--- src/rtl/i2s_tx.sv ---
// I2S transmitter: holds one stereo pair behind a valid/ready handshake and
// shifts it out MSB-first with a one-BCLK delay after LRCK. Repeats the last pair on underrun.
module i2s_tx #(
  parameter int WD       = 16,
  parameter int SLOT_W   = 32,
  parameter int BCLK_DIV = 4
) (
  input  logic          clk_i,
  input  logic          rst_i,
  input  logic          en_i,
  input  logic [WD-1:0] l_data_i,
  input  logic [WD-1:0] r_data_i,
  input  logic          valid_i,
  output logic          ready_o,
  output logic          bclk_o,
  output logic          lrck_o,
  output logic          sdata_o,
  output logic          frame_o,
  output logic          underrun_o
);

  localparam int DIV_W = (BCLK_DIV > 1) ? $clog2(BCLK_DIV) : 1;
  localparam int BIT_W = $clog2(2 * SLOT_W);
  localparam logic [DIV_W-1:0] DIV_LAST = DIV_W'(BCLK_DIV - 1);
  localparam logic [BIT_W-1:0] BIT_LAST = BIT_W'(2 * SLOT_W - 1);
  localparam logic [BIT_W-1:0] SLOT     = BIT_W'(SLOT_W);

  logic [DIV_W-1:0] div_cnt_q, div_cnt_d;
  logic             bclk_q, bclk_d;
  logic [BIT_W-1:0] bit_cnt_q, bit_cnt_d;
  logic             lrck_q, lrck_d;
  logic             sdata_q, sdata_d;
  logic [WD-1:0]    word_l_q, word_l_d;
  logic [WD-1:0]    word_r_q, word_r_d;
  logic             full_q, full_d;
  logic [WD-1:0]    buf_l_q, buf_l_d;
  logic [WD-1:0]    buf_r_q, buf_r_d;
  logic [WD-1:0]    last_l_q, last_l_d;
  logic [WD-1:0]    last_r_q, last_r_d;
  logic             frame_q, frame_d;
  logic             underrun_q, underrun_d;

  logic             term;
  logic             fall_tick;
  logic             frame_start;
  logic             accept;
  logic [BIT_W-1:0] pos;
  logic [WD-1:0]    chan;

  assign term        = en_i && (div_cnt_q == DIV_LAST);
  assign fall_tick   = term && bclk_q;
  assign frame_start = fall_tick && (bit_cnt_q == BIT_LAST);
  assign accept      = valid_i && !full_q;

  always_comb begin
    div_cnt_d  = div_cnt_q;
    bclk_d     = bclk_q;
    bit_cnt_d  = bit_cnt_q;
    lrck_d     = lrck_q;
    sdata_d    = sdata_q;
    word_l_d   = word_l_q;
    word_r_d   = word_r_q;
    full_d     = full_q;
    buf_l_d    = buf_l_q;
    buf_r_d    = buf_r_q;
    last_l_d   = last_l_q;
    last_r_d   = last_r_q;
    frame_d    = frame_start;
    underrun_d = 1'b0;
    pos        = '0;
    chan       = '0;

    if (term) begin
      div_cnt_d = '0;
      bclk_d    = ~bclk_q;
    end else if (en_i) begin
      div_cnt_d = div_cnt_q + 1'b1;
    end

    if (fall_tick) begin
      bit_cnt_d = (bit_cnt_q == BIT_LAST) ? '0 : bit_cnt_q + 1'b1;
    end

    if (accept && !frame_start) begin
      buf_l_d = l_data_i;
      buf_r_d = r_data_i;
      full_d  = 1'b1;
    end

    // Frame load: buffered pair first, else a same-cycle bypass, else repeat.
    if (frame_start) begin
      if (full_q) begin
        word_l_d = buf_l_q;
        word_r_d = buf_r_q;
        last_l_d = buf_l_q;
        last_r_d = buf_r_q;
        full_d   = 1'b0;
      end else if (accept) begin
        word_l_d = l_data_i;
        word_r_d = r_data_i;
        last_l_d = l_data_i;
        last_r_d = r_data_i;
      end else begin
        word_l_d   = last_l_q;
        word_r_d   = last_r_q;
        underrun_d = 1'b1;
      end
    end

    if (fall_tick) begin
      lrck_d  = (bit_cnt_d >= SLOT);
      pos     = lrck_d ? (bit_cnt_d - SLOT) : bit_cnt_d;
      chan    = lrck_d ? word_r_d : word_l_d;
      sdata_d = 1'b0;
      for (int i = 0; i < WD; i++) begin
        if (pos == BIT_W'(WD - i)) sdata_d = chan[i];
      end
    end
  end

  always_ff @(posedge clk_i) begin
    if (rst_i) begin
      div_cnt_q  <= '0;
      bclk_q     <= 1'b0;
      bit_cnt_q  <= BIT_LAST;
      lrck_q     <= 1'b0;
      sdata_q    <= 1'b0;
      word_l_q   <= '0;
      word_r_q   <= '0;
      full_q     <= 1'b0;
      buf_l_q    <= '0;
      buf_r_q    <= '0;
      last_l_q   <= '0;
      last_r_q   <= '0;
      frame_q    <= 1'b0;
      underrun_q <= 1'b0;
    end else begin
      div_cnt_q  <= div_cnt_d;
      bclk_q     <= bclk_d;
      bit_cnt_q  <= bit_cnt_d;
      lrck_q     <= lrck_d;
      sdata_q    <= sdata_d;
      word_l_q   <= word_l_d;
      word_r_q   <= word_r_d;
      full_q     <= full_d;
      buf_l_q    <= buf_l_d;
      buf_r_q    <= buf_r_d;
      last_l_q   <= last_l_d;
      last_r_q   <= last_r_d;
      frame_q    <= frame_d;
      underrun_q <= underrun_d;
    end
  end

  assign ready_o    = !full_q;
  assign bclk_o     = bclk_q;
  assign lrck_o     = lrck_q;
  assign sdata_o    = sdata_q;
  assign frame_o    = frame_q;
  assign underrun_o = underrun_q;

endmodule

--- config.mk ---
export PLATFORM = sky130hd
export DESIGN_NAME = i2s_tx
export DESIGN_NICKNAME = d
export VERILOG_FILES = /design/src/rtl/i2s_tx.sv
export SDC_FILE = /design/constraint.sdc
export NUM_CORES = 1
export LEC_CHECK = 0
export BUFFER_PORTS_ARGS = -buffer_cell sky130_fd_sc_hd__buf_4
export CELL_PAD_IN_SITES_DETAIL_PLACEMENT = 0
export CELL_PAD_IN_SITES_GLOBAL_PLACEMENT = 1
export CORE_ASPECT_RATIO = 1.75
export CORE_MARGIN = 3
export CORE_UTILIZATION = 25
export DETAILED_ROUTE_END_ITERATION = 6
export GPL_TIMING_DRIVEN = 0
export PLACE_DENSITY = 0.54
export SLEW_MARGIN = 20
export SYNTH_ARGS = -nofsm -noshare
export SYNTH_HDL_FRONTEND = slang
export SYNTH_SLANG_ARGS = --single-unit
--- constraint.sdc ---
create_clock -name clk_i -period 4.7 [get_ports clk_i]
set_clock_uncertainty 0.15 [all_clocks]
set_input_delay 0.235 -clock clk_i [delete_from_list [all_inputs] [get_ports clk_i]]
set_output_delay 0.235 -clock clk_i [all_outputs]
set_load 0.02 [all_outputs]
==> flow_summary_export.csv <==
group,metric,value,unit
setup_path,slowest_stage,"clkbuf_1",
pwr,power_density,304.0,nW/um2
clock_network,clk_pin_slew,80,ps
global_route,grt_max_degree,19,
placed_design,io_buffers,40,
pwr,irDropWorstVdd,0.1551,mV
timing,finalHoldViolCount,0,
setup_path,path_class,"register to register",
final_layout,regArea,2202,um2
yosys,synth_top_area_share,41.93,%
yosys,synth_commonest_cells,"nand2_1, dfxtp_1, a21oi_1",
final_layout,multiInputGateArea,2806,um2
yosys,synth_flop_cell,"dfxtp_1",
routing,wirelength,18570,um
setup_path,path_buf_inv,4,
placed_design,gp_congestion,0.8707,
yosys,yosysMostFrequentCell,"nand2_1",
yosys,ys_warn_count,0,
floorplan,core,20460,um2
timing,min_period,3385,ps
routing,wl_met2,10000,um
clock_network,numCtsBuffers,9,
final_layout,syn_to_final_growth,23.87,%
yosys,ys_async_sr_fraction,0,%
floorplan,io_pins,42,
global_route,grt_pass1_vias,5100,
final_layout,finalNonFillerCells,999,
setup_path,end_kind,"register",
routing,ant_nets,0,
final_layout,fill_cells,2169,
setup_path,path_max_fanout,10,
timing,finalSetupViolations,0,
yosys,ys_ff_latch,110,
timing,max_freq,295.4,MHz
global_route,grt_pass1_wl,28730,um
floorplan,start_util,25.67,%
floorplan,floorplan.die.width,115.6,um
global_route,track_usage,16.53,%
timing,holdWs,47.31,ps
placed_design,dp_cells,951,
final_layout,fin_nets,784,
timing,period_share,72.02,%
setup_path,cp_slowest_stage_delay,610,ps
clock_network,clkSinkCount,110,
clock_network,cts_hold_buf,32,
setup_path,cp-start-kind,"register",
final_layout,drive_above_1_share,11.05,%
setup_path,crit_top_cell,"clkbuf_1",
yosys,syn_area,5251,um2
floorplan,die_h,197.7,um
clock_network,cts_buffer_depth,2,
yosys,synth_edf_count,0,
worst_hold_path,worstHoldPathType,"primary input to register",
timing,grt_setup_unrepaired,"no",
global_route,overflow,0,
yosys,synth_area_leaders,"dfxtp_1, nand2_1, a21oi_1, mux2i_1, o211ai_1",
routing,met1Wirelength,7161,um
setup_path,critical_path_depth,10,
run_status,status,"finished, final reports clean",
final_layout,diodes,0,
yosys,synthesis.nets,701,
yosys,yosysTopAreaCell,"dfxtp_1",
clock_network,cts_resized,0,
setup_path,r2r_cells,10,
routing,wl_per_cell,18.59,um
clock_network,htreeDepth,3,
routing,highest_layer,"met4",
pwr,leakagePower,2.430,nW
routing,drcViolationCount,0,
routing,first_iter_violations,222,
timing,fin_setup_tns,0,ps
clock_network,cts_tree,"yes",
worst_hold_path,holdPathStages,3,
setup_path,crit_family,"buffers and inverters",
yosys,ys_seq_area_share,41.93,%
setup_path,worstPathRequired,4820,ps
global_route,antenna_found_initial,0,
timing,tightest_slew,920.8,ps
floorplan,die_area,22850,um2
routing,drt_first_pass_iters,4,
yosys,syn_area_per_cell,7.920,um2
flow_run,cap_violations,0,
timing,setup_ws,1315,ps
routing,vias,5047,
routing,via_per_inst,5.052,
setup_path,cp_cell_sequence,"ha_1 -> buf_2 -> and2_1 -> nand3_1 -> clkbuf_1 -> and3_1 -> clkbuf_1 -> clkbuf_1 -> nand2_1 -> a21oi_1",
yosys,yosys.cell_types.count,59,
clock_network,cts_root_buffer,"clkbuf_16",
placed_design,dp_slack,1298,ps
routing,dr_wl_met3,462,um
floorplan,rows,69,
timing,drv_slew,0,
setup_path,critPathArrivalTime,3510,ps
yosys,syn_inst,663,
clock_network,cts_setup_buffers,0,
clock_network,clkLatencyLatePin,360,ps
placed_design,hpwl,14050,um
timing,maxSlewHeadroom,37.81,%
==> final timing paths <==
| check | start | to | slack (ps) |
|---|---|---|---|
| setup / recovery | bit_cnt_q[0] | buf_r_q[6] | 1310 |
| hold / removal | en_i | div_cnt_q[0] | 50 |
| hold reg to reg | buf_l_q[9] | buf_l_q[9] | 310 |
| setup reg to reg | bit_cnt_q[0] | buf_r_q[6] | 1310 |
==> registers in the layout (all words and copies together) (netlist names) <==
register / flops
word_r_q: 16
last_r_q: 16
sdata_o: 1
buf_r_q: 16
word_l_q: 16
bit_cnt_q: 6
buf_l_q: 16
frame_o: 1
lrck_o: 1
full_q: 1
div_cnt_q: 2
underrun_o: 1
bclk_o: 1
last_l_q: 16
==> per-stage QoR <==
stage | util [%] | area (um2) | power (mW)
global route | 31.79 | 6505 | 2.049
global placement | 28.65 | 5862 | 1.132
floorplan | - | 5251 | 1.062
detailed placement | 28.65 | 5862 | 1.135
CTS | 31.79 | 6505 | 2.004
finish | 31.79 | 6505 | 1.978
==> routing by layer <==
layer | GRT usage (%) | vias up
met5 | 0 | -
met4 | 8.921 | 0
met3 | 1.651 | 40
met2 | 31.10 | 110
met1 | 17.61 | 2408
li1 | - | 2489
==> cell families after synthesis <==
| kind of cell | after synthesis | share of synthesized area [%] |
|---|---|---|
| AND/OR/NAND/NOR | 260 | 22.18 |
| AO/OA/AOI/OAI | 191 | 22.35 |
| flip-flops | 110 | 41.93 |
| buffers and inverters | 57 | 4.622 |
| multiplexers | 41 | 8.101 |
| XOR/XNOR | 2 | 0.3336 |
| adder cells (fa/ha/maj) | 2 | 0.4765 |
==> final cells by class <==
| cell class | instances | share of cell area (%) |
|---|---|---|
| buffer | 54 | 3.558 |
| clock buffer | 10 | 3.520 |
| clock inverter | 6 | 1.443 |
| inverter | 3 | 0.1731 |
| multi-input combinational | 496 | 43.14 |
| sequential | 110 | 33.85 |
| tap | 248 | 4.770 |
| timing repair buffer | 72 | 9.540 |
==> tightest hold or removal path: stages <==
cell,delay [ps]
buf_4,130
mux2i_1,80
nor2_1,70
==> layout by cell type (no fill, tap or decap), drive strengths merged, types with 3 or more instances in the layout <==
master,netlist,routed
and3,7,7
a31oi,3,3
clkbuf,37,47
or3,5,5
o31ai,4,4
buf,17,57
nand2,176,176
nand2b,7,7
o21ai,23,23
nor2,26,26
mux2i,38,38
a21o,5,5
o32ai,5,5
a211oi,3,3
dfxtp,110,110
inv,3,4
and2,5,5
nand3,16,16
a21oi,106,106
nor3,6,6
dlygate4sd3,0,32
o211ai,25,25
==> where the power goes <==
| group | switching (mW) | total (mW) | internal (mW) |
|---|---|---|---|
| Combinational | 0.102 | 0.173 | 0.0714 |
| Sequential | 0.00928 | 0.958 | 0.949 |
| Clock | 0.374 | 0.846 | 0.472 |
| Total | 0.486 | 1.98 | 1.49 |
No activity file was read; power rests on OpenSTA's default activity.
